### config.mk
export PLATFORM = sky130hd
export DESIGN_NAME = herm_frame_builder
export DESIGN_NICKNAME = d
export VERILOG_FILES = /design/src/rtl/herm_frame_builder.sv
export SDC_FILE = /design/constraint.sdc
export NUM_CORES = 1
export LEC_CHECK = 0
export CORE_MARGIN = 8
export CORE_UTILIZATION = 35
export CTS_BUF_LIST = sky130_fd_sc_hd__clkbuf_2 sky130_fd_sc_hd__clkbuf_4 sky130_fd_sc_hd__clkbuf_8
export CTS_CLUSTER_DIAMETER = 200
export DETAILED_ROUTE_END_ITERATION = 6
export DONT_BUFFER_PORTS = 1
export SLEW_MARGIN = 30
export SYNTH_ARGS = -nofsm -noshare
export SYNTH_HDL_FRONTEND = slang
export SYNTH_SLANG_ARGS = --single-unit
### constraint.sdc
create_clock -name clk -period 5.8 [get_ports clk]
set_input_delay 1.74 -clock clk [delete_from_list [all_inputs] [get_ports clk]]
set_output_delay 1.74 -clock clk [all_outputs]
set_load 0.01 [all_outputs]
### src/rtl/herm_frame_builder.sv
// herm_frame_builder
//   Collects N_ACT complex mapper symbols per OFDM symbol and emits one
//   N_FFT-sample Hermitian-symmetric frame per symbol to the IFFT, so the
//   IFFT output is real-valued:
//     n = 0                       : 0 (DC)
//     n = 1 .. N_ACT              : X[n-1]
//     n = N_ACT+1 .. N_FFT-N_ACT-1: 0
//     n = N_FFT-N_ACT .. N_FFT-1  : conj(X[N_FFT-1-n])
//   Two symbol banks (ping-pong) let the next symbol fill while the current
//   one is emitted. The output is fully registered.
//   The parameters must satisfy 2*N_ACT+1 <= N_FFT.
//
// Ports
//   clk, rst             : clock, synchronous active-high reset
//   s_data/s_valid/s_ready : mapper input stream, {Q, I} two's complement
//   m_data/m_valid/m_ready : IFFT sample stream, same packing
//   m_sym_last           : with sample N_FFT-1 of every symbol
//   m_burst_last         : with sample N_FFT-1 of symbol N_SYM-1
//   sym_idx              : index of the symbol being emitted (wraps at N_SYM)
//   ovf_sat              : sticky, a conjugate Q component saturated
module herm_frame_builder #(
  parameter int DW    = 8,
  parameter int N_FFT = 64,
  parameter int N_ACT = 28,
  parameter int N_SYM = 8,
  parameter int AW    = $clog2(N_FFT),
  parameter int SW    = (N_SYM > 1) ? $clog2(N_SYM) : 1
) (
  input  logic            clk,
  input  logic            rst,
  input  logic [2*DW-1:0] s_data,
  input  logic            s_valid,
  output logic            s_ready,
  output logic [2*DW-1:0] m_data,
  output logic            m_valid,
  input  logic            m_ready,
  output logic            m_sym_last,
  output logic            m_burst_last,
  output logic [SW-1:0]   sym_idx,
  output logic            ovf_sat
);

  localparam int CW = (N_ACT > 1) ? $clog2(N_ACT) : 1;
  localparam logic signed [DW-1:0] Q_MIN = {1'b1, {(DW-1){1'b0}}};
  localparam logic signed [DW-1:0] Q_MAX = {1'b0, {(DW-1){1'b1}}};

  typedef enum logic {
    IDLE,
    EMIT
  } state_t;

  // Conjugate with saturation: the negation of the most negative Q does not
  // fit, so it clips to the most positive value. Bit 2*DW flags the clip.
  function automatic logic [2*DW:0] conj_sat(input logic [2*DW-1:0] x);
    logic signed [DW-1:0] q;
    logic signed [DW-1:0] q_neg;
    q     = x[2*DW-1:DW];
    q_neg = -q;
    if (q == Q_MIN) begin
      return {1'b1, Q_MAX, x[DW-1:0]};
    end
    return {1'b0, q_neg, x[DW-1:0]};
  endfunction

  // Symbol storage (data only, never reset)
  logic [2*DW-1:0] mem_q [2][N_ACT];
  logic [2*DW-1:0] mem_d [2][N_ACT];

  // Control state
  state_t          state_q, state_d;
  logic [1:0]      full_q, full_d;
  logic            wr_bank_q, wr_bank_d;
  logic            rd_bank_q, rd_bank_d;
  logic [CW-1:0]   wr_cnt_q, wr_cnt_d;
  logic [AW-1:0]   n_q, n_d;
  logic [SW-1:0]   sym_idx_q, sym_idx_d;
  logic            ovf_sat_q, ovf_sat_d;

  // Output register
  logic            m_valid_q, m_valid_d;
  logic [2*DW-1:0] m_data_q, m_data_d;
  logic            m_sym_last_q, m_sym_last_d;
  logic            m_burst_last_q, m_burst_last_d;

  // Sample generator
  logic            load;
  logic [AW-1:0]   ld_n;
  logic [2*DW-1:0] samp;
  logic            samp_sat;
  logic [CW-1:0]   rd_idx;
  int              ni;

  logic            s_acc;
  logic            m_hs;

  // Held low through reset; afterwards ready whenever the fill bank is free.
  assign s_ready = !rst && !full_q[wr_bank_q];
  assign s_acc   = s_valid && s_ready;
  assign m_hs    = m_valid_q && m_ready;

  assign m_valid      = m_valid_q;
  assign m_data       = m_data_q;
  assign m_sym_last   = m_sym_last_q;
  assign m_burst_last = m_burst_last_q;
  assign sym_idx      = sym_idx_q;
  assign ovf_sat      = ovf_sat_q;

  // Frame sample ld_n taken from the read bank. Index 0 is always DC = 0,
  // so a symbol's first sample does not depend on which bank is selected.
  always_comb begin
    samp     = '0;
    samp_sat = 1'b0;
    rd_idx   = '0;
    ni       = int'(ld_n);
    if (ni >= 1 && ni <= N_ACT) begin
      rd_idx = CW'(ni - 1);
      samp   = mem_q[rd_bank_q][rd_idx];
    end else if (ni >= N_FFT - N_ACT) begin
      rd_idx             = CW'(N_FFT - 1 - ni);
      {samp_sat, samp}   = conj_sat(mem_q[rd_bank_q][rd_idx]);
    end
  end

  always_comb begin
    mem_d          = mem_q;
    state_d        = state_q;
    full_d         = full_q;
    wr_bank_d      = wr_bank_q;
    rd_bank_d      = rd_bank_q;
    wr_cnt_d       = wr_cnt_q;
    n_d            = n_q;
    sym_idx_d      = sym_idx_q;
    ovf_sat_d      = ovf_sat_q;
    m_valid_d      = m_valid_q;
    m_data_d       = m_data_q;
    m_sym_last_d   = m_sym_last_q;
    m_burst_last_d = m_burst_last_q;
    load           = 1'b0;
    ld_n           = '0;

    // Fill side
    if (s_acc) begin
      mem_d[wr_bank_q][wr_cnt_q] = s_data;
      if (wr_cnt_q == CW'(N_ACT - 1)) begin
        full_d[wr_bank_q] = 1'b1;
        wr_cnt_d          = '0;
        wr_bank_d         = !wr_bank_q;
      end else begin
        wr_cnt_d = wr_cnt_q + CW'(1);
      end
    end

    // Emit side: n_q is the index of the sample held in the output register
    case (state_q)
      IDLE: begin
        if (full_q[rd_bank_q]) begin
          load    = 1'b1;
          ld_n    = '0;
          state_d = EMIT;
        end
      end
      EMIT: begin
        if (m_hs) begin
          if (n_q == AW'(N_FFT - 1)) begin
            // The read bank is never the bank being filled, so this clear
            // cannot collide with the fill-side set above.
            full_d[rd_bank_q] = 1'b0;
            rd_bank_d         = !rd_bank_q;
            sym_idx_d         = (sym_idx_q == SW'(N_SYM - 1)) ? '0 : sym_idx_q + SW'(1);
            if (full_q[!rd_bank_q]) begin
              load = 1'b1;
              ld_n = '0;
            end else begin
              state_d        = IDLE;
              m_valid_d      = 1'b0;
              m_data_d       = '0;
              m_sym_last_d   = 1'b0;
              m_burst_last_d = 1'b0;
            end
          end else begin
            load = 1'b1;
            ld_n = n_q + AW'(1);
          end
        end
      end
      default: state_d = IDLE;
    endcase

    if (load) begin
      n_d            = ld_n;
      m_valid_d      = 1'b1;
      m_data_d       = samp;
      m_sym_last_d   = (ld_n == AW'(N_FFT - 1));
      m_burst_last_d = (ld_n == AW'(N_FFT - 1)) && (sym_idx_d == SW'(N_SYM - 1));
      if (samp_sat) begin
        ovf_sat_d = 1'b1;
      end
    end
  end

  // Storage write
  always_ff @(posedge clk) begin
    mem_q <= mem_d;
  end

  // Control and output register
  always_ff @(posedge clk) begin
    if (rst) begin
      state_q        <= IDLE;
      full_q         <= '0;
      wr_bank_q      <= 1'b0;
      rd_bank_q      <= 1'b0;
      wr_cnt_q       <= '0;
      n_q            <= '0;
      sym_idx_q      <= '0;
      ovf_sat_q      <= 1'b0;
      m_valid_q      <= 1'b0;
      m_data_q       <= '0;
      m_sym_last_q   <= 1'b0;
      m_burst_last_q <= 1'b0;
    end else begin
      state_q        <= state_d;
      full_q         <= full_d;
      wr_bank_q      <= wr_bank_d;
      rd_bank_q      <= rd_bank_d;
      wr_cnt_q       <= wr_cnt_d;
      n_q            <= n_d;
      sym_idx_q      <= sym_idx_d;
      ovf_sat_q      <= ovf_sat_d;
      m_valid_q      <= m_valid_d;
      m_data_q       <= m_data_d;
      m_sym_last_q   <= m_sym_last_d;
      m_burst_last_q <= m_burst_last_d;
    end
  end

endmodule

==> summary by stage, run 1 <==
Worst hold path
For hold timing, the worst endpoint is ovf_sat. The origin of the worst min-delay path is ovf_sat. The worst hold path was traced through 2 stages.

The classification of the worst-slack hold path is reg -> reg.

Synthesis
After Yosys synthesis, full adders, half adders and majority gates account for 0.3712% of the synthesized area. Counting flops and latches in the post-synthesis netlist gives 935. The synthesized cell area is 40450 µm².

The proportion of synthesized chip area in sequential cells is 68.45%. The number of unique standard cell types used by synthesis is 86. The compound-cell area share of the yosys netlist is 5.377%. Counting flops with an async set or reset pin after synthesis yields a share of 0%. The prevailing post-synth register cell is edfxtp_1.

The number of flops mapped to enable cells by yosys is 896. The multiplexer fraction of the synthesized cell area is 17.75%. Synthesis handed over a netlist of 2345 instances. The net count after synthesis is 2377.

Dividing the synthesized area by the synthesized cell count gives 17.25 µm². The synthesized netlist devotes 0.3867% of its cell area to XOR and XNOR gates. Summing the areas of all and, or, nand and nor instances in the mapped netlist gives 5.516% of the synthesized area. The dominant combinational cell family by area after synthesis is multiplexers. The Yosys step of the flow raised 0 warnings.

Setup path
The worst path arrival time is 5.79 ns. The highest fanout seen on the critical path is 15. The slack of the worst reg-to-reg path is 0.74 ns.

In this run the critical register-to-register path is launched from n_q[0]. The worst register-to-register path has a depth of 13. The capturing element type of the critical path is a flop.

The endpoint of the worst-slack reg-to-reg timing path is m_data[14]. The kind of launch point of the worst setup path is a flop. Data on the critical path is required at its endpoint by 6.52 ns. The path type of the worst setup path is reg -> reg.

STA
The slew at the pin closest to its max-slew limit is 0.9944 ns. The final period demand of the worst path is 5.065 ns. The final max-slew violation count is 0. The worst hold slack is 0.5459 ns. Dividing the final minimum period by the clock period gives 87.32%. Setup violations remaining at the end of the flow were counted as 0. The number of hold violations in the final report is 0. Setup repair after global routing left no endpoint under its margin. The clock arrives with 0.03949 ns of skew. Static timing analysis puts the maximum clock frequency at 197.4 MHz. The worst relative slew slack is 33.46%.

Power
Across the VDD grid, the largest voltage drop is 149.6 µV. The analysis attributes to cell leakage a power of 13.86 nW. In this run, the combinational gates consume 0.2% of the power.

Total power for the finished layout comes to 13.15 mW. Internal power comes to 10.41 mW. The sequential group share of total power is 56.3%.

The analysis attributes to net switching a power of 2.733 mW. The cell area power density is 287.7 nW/µm². In this run, the clock network consumes 43.4% of the power. In this run switching power makes up 20.79% of total power.

Detailed routing
The routed wirelength normalized by instance count is 30.13 µm. The total detailed-routing wirelength is 123800 µm. The first-iteration detailed-routing DRC count is 2487. The post-detailed-route via-to-cell ratio is 5.748. The DRC violation count after routing is 3. The number of vias in the routed layout is 23625. In this run the remaining antenna-violating nets after routing total 0. For this run, the detailed router's first-pass iteration total came to 7.

Placement
At the end of routability-driven placement, the weighted congestion stood at 0.9433. Buffers placed on the I/O ports in this run total 0. The total half-perimeter wirelength after legalization and detailed placement is 80270 µm. Including well taps, the total number of placed cells is 3826.

Cells and area
The final standard cell count with taps included and fillers excluded is 4110. In the final layout, the share of cells above drive strength 1 is 25.90%. The area overhead of the layout relative to synthesis is 12.99%. The library cells used most frequently in the layout, excluding fill and tap cells, are 896 x edfxtp_1, 250 x mux4_2, 209 x nand2_1. The leading cell type in the layout, fill and taps excluded is edfxtp_1. The net count of the finished layout is 2505.

Floorplan
The core region is 114500 µm². The die boundary width is 355.9 µm. The overall die height is 355.9 µm. The overall die area is 126700 µm². The initial core utilization is 35.32%. The count of standard-cell rows is 124. 44 I/O pins were placed.

Clock network
The number of clock sinks is 935. At the later pin of the worst-skew pair, clock insertion delay measures 0.84 ns. The depth of the CTS H-tree is 4.

TritonCTS built the clock tree. The number of clock buffers added by TritonCTS is 157. The number of gates resized after CTS was 0. The register clock-pin slew on the reported worst setup and hold paths is 0.06 ns. In this run the post-CTS setup repair buffer count came out at 0. The number of buffers inserted for hold repair after clock tree synthesis is 0.

Clock tree synthesis selected as its root buffer the cell clkbuf_8. The worst-case clock buffer depth is 3.

Global routing
The first global-routing pass estimated 176500 µm of wire. The met1 usage in global routing is 25.11%. The met3 usage in global routing is 4.619%. The most utilized layer in the global route result is met2. The aggregate global-route resource usage is 19.21%. The initial antenna violation count was 2. The leftover overflow at the end of global routing is 0. The via count of the first global-routing pass is 23690.

For this run, global-route usage on met2 was measured as 31.28%. The largest net degree at the start of global routing is 99.

Flow run
Max-cap violations in this run came to 0.

Status
The run finished, with violations left. The checks that failed: design-rule violations.
-- logic make-up (layout without fill, tap and decap cells) --
kind of cell,Yosys count,after routing
buf+inv,168,418
simple gates,495,495
other cells,0,3
xor+xnor,17,17
compound gates,314,314
fa+ha+maj,12,12
flops,935,935
mux,404,404
-- layer usage --
layer	wire length [µm]	part of all wire, %	up-vias
met1	49710	40	12441
met3	10750	8.7	205
met4	3970	3.2	0
met5	0	0	-
li1	-	-	9835
met2	59380	48	1144
-- worst max-delay path: stages, from the launching register on --
cell,delay (ns)
dfxtp_1,0.80
ha_1,0.43
and3_1,0.61
a21o_1,0.54
buf_4,0.35
nor3_1,0.09
a2111o_1,0.37
a211oi_1,0.59
o211ai_1,0.26
ha_1,0.32
nand2_2,0.14
nor3_2,0.07
mux2i_1,0.14
a22o_1,0.23
-- power by group through the flow --
stage                     clock (mW)  sequential (mW)  combinational [mW]
after floorplan                    0             7.55              0.0210
after global placement             0             7.55              0.0304
after detailed placement           0             7.55              0.0309
after CTS                       5.83             7.41              0.0311
after global routing            6.11             7.40              0.0332
final                           5.71             7.41              0.0310
-- cells in the mapped netlist, types with 22 or more instances --
cell type,number,area (µm²)
edfxtp_1,896,26910
mux4_2,250,5630
nand2_1,209,784.5
mux2i_1,147,1471
nor2_1,117,439.2
nand3_1,71,355.3
a21oi_1,68,340.3
clkbuf_1,55,206.5
buf_2,54,270.3
a211oi_1,39,292.8
dfxtp_1,39,780.8
o22ai_1,29,181.4
o21ai_0,28,140.1
buf_4,24,180.2
nor3_1,22,110.1
-- through the flow --
| stage | utilization [%] | setup TNS, ns | instance area [µm²] | setup slack (ns) |
|---|---|---|---|---|
| 2_1_floorplan | - | 0 | 40450 | 0.06829 |
| 3_3_place_gp | 37.24 | -0.3200 | 42640 | -0.1517 |
| 3_5_place_dp | 37.27 | 0 | 42670 | 0.1068 |
| 4_1_cts | 39.90 | 0 | 45690 | 0.8660 |
| 5_1_grt | 39.91 | 0 | 45690 | 0.5714 |
| 6_report | 39.91 | 0 | 45700 | 0.7353 |
-- worst max-delay path by stage --
stage	startpoint	end
finish	n_q[0]	m_data[14]
CTS	n_q[0]	m_data[15]
detailed placement	m_ready	m_data[15]
global route	n_q[0]	m_data[15]
global placement	m_ready	m_data[15]
floorplan	m_ready	m_data[15]
-- flip-flops by register name, indices dropped and copies added, names as in the netlist --
name / count
rd_bank_q: 1
full_q: 2
m_data: 16
m_valid: 1
wr_cnt_q: 5
m_burst_last: 1
sym_idx: 3
ovf_sat: 1
n_q: 6
state_q: 1
m_sym_last: 1
wr_bank_q: 1
mem_q: 896
-- area by class of cell --
type                    instances  area [µm²]
diodes                          3       7.507
clock buffers                 204        2520
clock inverters                77       498.0
fillers                     10311       68800
inverters                      14       67.56
multi-input cells            1242       12040
flip-flops and latches        935       27690
well taps                    1512        1892
repair buffers                123       985.9
No activity file was read; power rests on OpenSTA's default activity.
==> run 2: changes to the inputs <==
Settings changed: ABC_AREA from default to 1.
==> summary by stage, run 2 <==
Power
The peak supply drop is 165.2 µV. Dividing total power by cell area gives a power density of 285.8 nW/µm². In this run the static leakage power is 16.23 nW. The total power draw is 13.12 mW.

Floorplan
The count of standard-cell rows is 126. The initial core utilization is 35.14%. The die boundary width is 359.4 µm. The die covers 129200 µm².

The core region is 117500 µm². For this design the top-level I/O count stands at 44. The die is 359.4 µm tall.

Placement
The final estimated routing congestion in global placement is 0.9498. After legalization and detailed placement, the total HPWL measured 79470 µm. The count of buffers from port buffering is 0.

Synthesis
The average cell area after synthesis is 10.70 µm². Among all flip-flop cells after synthesis, the most frequent one is edfxtp_1. Synthesis produced 3856 cells. The number of unique standard cell types used by synthesis is 53. Synthesis produced a netlist with a net count of 3888. Summing the areas of all compound-gate instances in the mapped netlist gives 7.324% of the synthesized area. The proportion of netlist area held by the largest area contributor is 65.19%. The multiplexer fraction of the synthesized cell area is 1.019%. In this run, synthesis produced a sequential element count of 935. After synthesis, the largest family of logic cells by area is simple AND/OR/NAND/NOR gates. The synthesized design spends more area on one cell type than any other, namely edfxtp_1.

Yosys attributes the largest share of cell area to edfxtp_1 65%, nand2_1 10%, nor2_1 4.4%. The fraction of registers with async set/reset is 0%. The synthesized cell area is 41270 µm². Of the total synthesized cell area, the portion taken by full adders, half adders and majority gates is 0.3638%.

During synthesis, Yosys emitted a total of 0 warnings. The share of synthesized cell area in and, or, nand and nor gates is 20.32%. After synthesis, the most frequently instantiated cells are 1102 x nand2_1, 896 x edfxtp_1, 485 x nor2_1. After Yosys synthesis, XOR and XNOR cells account for 0.1879% of the synthesized area. The most frequent cell after synthesis is nand2_1.

The proportion of synthesized chip area in sequential cells is 67.08%. The number of flops mapped to enable cells by yosys is 896.

Cells and area
The leading cell type in the layout, fill and taps excluded is nand2_1. The number of filler instances in the final layout is 11315. The flip-flop count of the largest register after layout is 896. The share of the core filled with cells is 39.08%. The post-route netlist has 10.67% of its cells at a drive strength greater than 1. mem_q holds more flip-flops than any other register. The top cell types in the final layout, fill and taps aside, are 1102 x nand2_1, 896 x edfxtp_1, 484 x nor2_1. The area overhead of the layout relative to synthesis is 11.22%. The final layout contains 3907 nets.

STA
Summed over all failing endpoints, the final setup total negative slack is 0 ns. Static timing analysis puts the maximum clock frequency at 228.4 MHz. The setup-violating endpoint count in the final report is 0.

The number of hold violations in the final report was 0. The worst hold slack is 0.5018 ns. The final max-slew violation count was 0. Setup repair after global routing left no endpoint under its margin. The slew at the pin closest to its max-slew limit is 0.9839 ns. The clock arrives with 0.05300 ns of skew. The final period demand of the worst path is 4.379 ns.

In the finished design, the share of the clock period the worst path needs comes to 75.50%. In this run the tightest slew margin relative to its limit is 34.41%.

Clock network
The clock latency on the worst-skew pair is 0.84 ns. After clock tree synthesis, the clock-pin slew on the worst setup and hold paths is 0.07 ns. The CTS root buffer is clkbuf_8. The worst-case clock buffer depth is 3.

The count of buffers added by post-CTS timing repair for setup is 0. Buffers inserted to repair hold after CTS numbered 0. The TritonCTS clock tree is built. The number of clock buffers added by TritonCTS is 153. For this design, the sink count on the clock tree is 935.

The post-cts repair resize count is 0. The depth of the CTS H-tree is 4.

Setup path
In this run the critical register-to-register path is launched from n_q[0]. The slack of the worst reg-to-reg path is 1.42 ns. The worst reg-to-reg path cell count is 15.

The highest fanout seen on the critical path is 59. The worst path arrival time is 5.09 ns. In this run the critical register-to-register path is captured at m_data[11]. The path type of the worst setup path is reg -> reg. The required time of the worst setup path is 6.51 ns. The kind of launch point of the worst setup path is a flop. The worst setup path is captured at a flop. In this run the worst setup path begins at n_q[0].

Detailed routing
For this block, the routed nets add up to 130700 µm of wire. The remaining number of nets flagged by the antenna check after routing is 0. Dividing the detail-routed wire length by the instance count gives 23.63 µm. For this block, the via count after detailed routing is 29261. The post-detailed-route via-to-cell ratio is 5.290.

The first routing iteration left 3407 violations. The number of iterations in the first detailed-routing pass is 5. In the routed design, unresolved DRC markers number 0.

Global routing
The global-route wire length before repair is 189700 µm. Entering global routing, the biggest net connects 138 pins. The via count of the first global-routing pass came to 27674. The aggregate global-route resource usage is 19.45%. The initial antenna violation count is 2. For this run the aggregate overflow at the end of global routing stands at 0.

Worst hold path
The end of the worst hold path is n_q[3]. The origin of the worst min-delay path is n_q[3]. The depth of the worst hold-timing path is 2. The worst hold path belongs to the class reg -> reg.

Status
The flow ran to the end, and the final reports show no timing, DRC or antenna violations.

Flow run
The tool flagged a number of max-cap violations equal to 0.
-- run 2: logic make-up after synthesis --
kind of cell               Yosys count
AOI/OAI and AO/OA                  513
xor gates and xnor gates             8
adders and majority gates           12
buffers and inverters              315
DFF                                935
muxes                               42
and+or+nand+nor                   2031
-- run 2: how the worst max path moves through the flow --
stage                  to  slack, ns  cells after the start
2_1_floorplan   m_data[4]       1.17                     18
3_3_place_gp    m_data[9]       0.86                     13
3_5_place_dp    m_data[9]       0.85                     13
4_1_cts        m_data[15]       1.48                     22
5_1_grt        m_data[15]       1.24                     22
6_report       m_data[11]       1.42                     15
-- run 2: critical path, stage by stage, from the launching register on --
cell	delay, ns
dfxtp_1	0.41
ha_1	0.28
nand2_2	0.12
nor2_4	0.05
nand2_4	0.08
buf_4	0.65
nand2_1	0.24
nor2_4	0.49
xnor2_2	0.18
buf_4	0.37
inv_2	0.31
o311ai_0	0.32
nand3_1	0.31
nand3_1	0.16
a21boi_1	0.17
a21oi_1	0.08
-- run 2: area by class of cell --
class	instances	area [µm²]	share of cell area, %
multi-input cells	2606	12100	26.36
clock inverters	53	355.3	0.7741
diodes	2	5.005	0.01090
inverters	77	300.3	0.6541
clock buffers	220	2628	5.724
well taps	1536	1922	4.187
repair buffers	102	903.4	1.968
flip-flops and latches	935	27690	60.32
-- run 2: metal layers --
metal | wire length (µm) | global-route usage, %
met4 | 4056 | 6.352
met5 | 0 | 0
met2 | 60020 | 30.83
met3 | 10570 | 4.955
met1 | 56080 | 26.06
-- run 2: metrics by stage --
stage                     setup WS, ns  instance area (µm²)  instances
after floorplan                  1.171                41270       3856
after CTS                        1.481                45900       5529
after detailed placement        0.8481                42920       5256
after global routing             1.236                45900       5529
after global placement          0.8576                42910       5256
final                            1.421                45910       5531
-- run 2: power breakdown --
group	internal, mW	switching (mW)	leakage [nW]
clock	2.98	2.68	1.58
combinational	0.0115	0.0418	6.29
sequential	7.40	0.00366	8.37
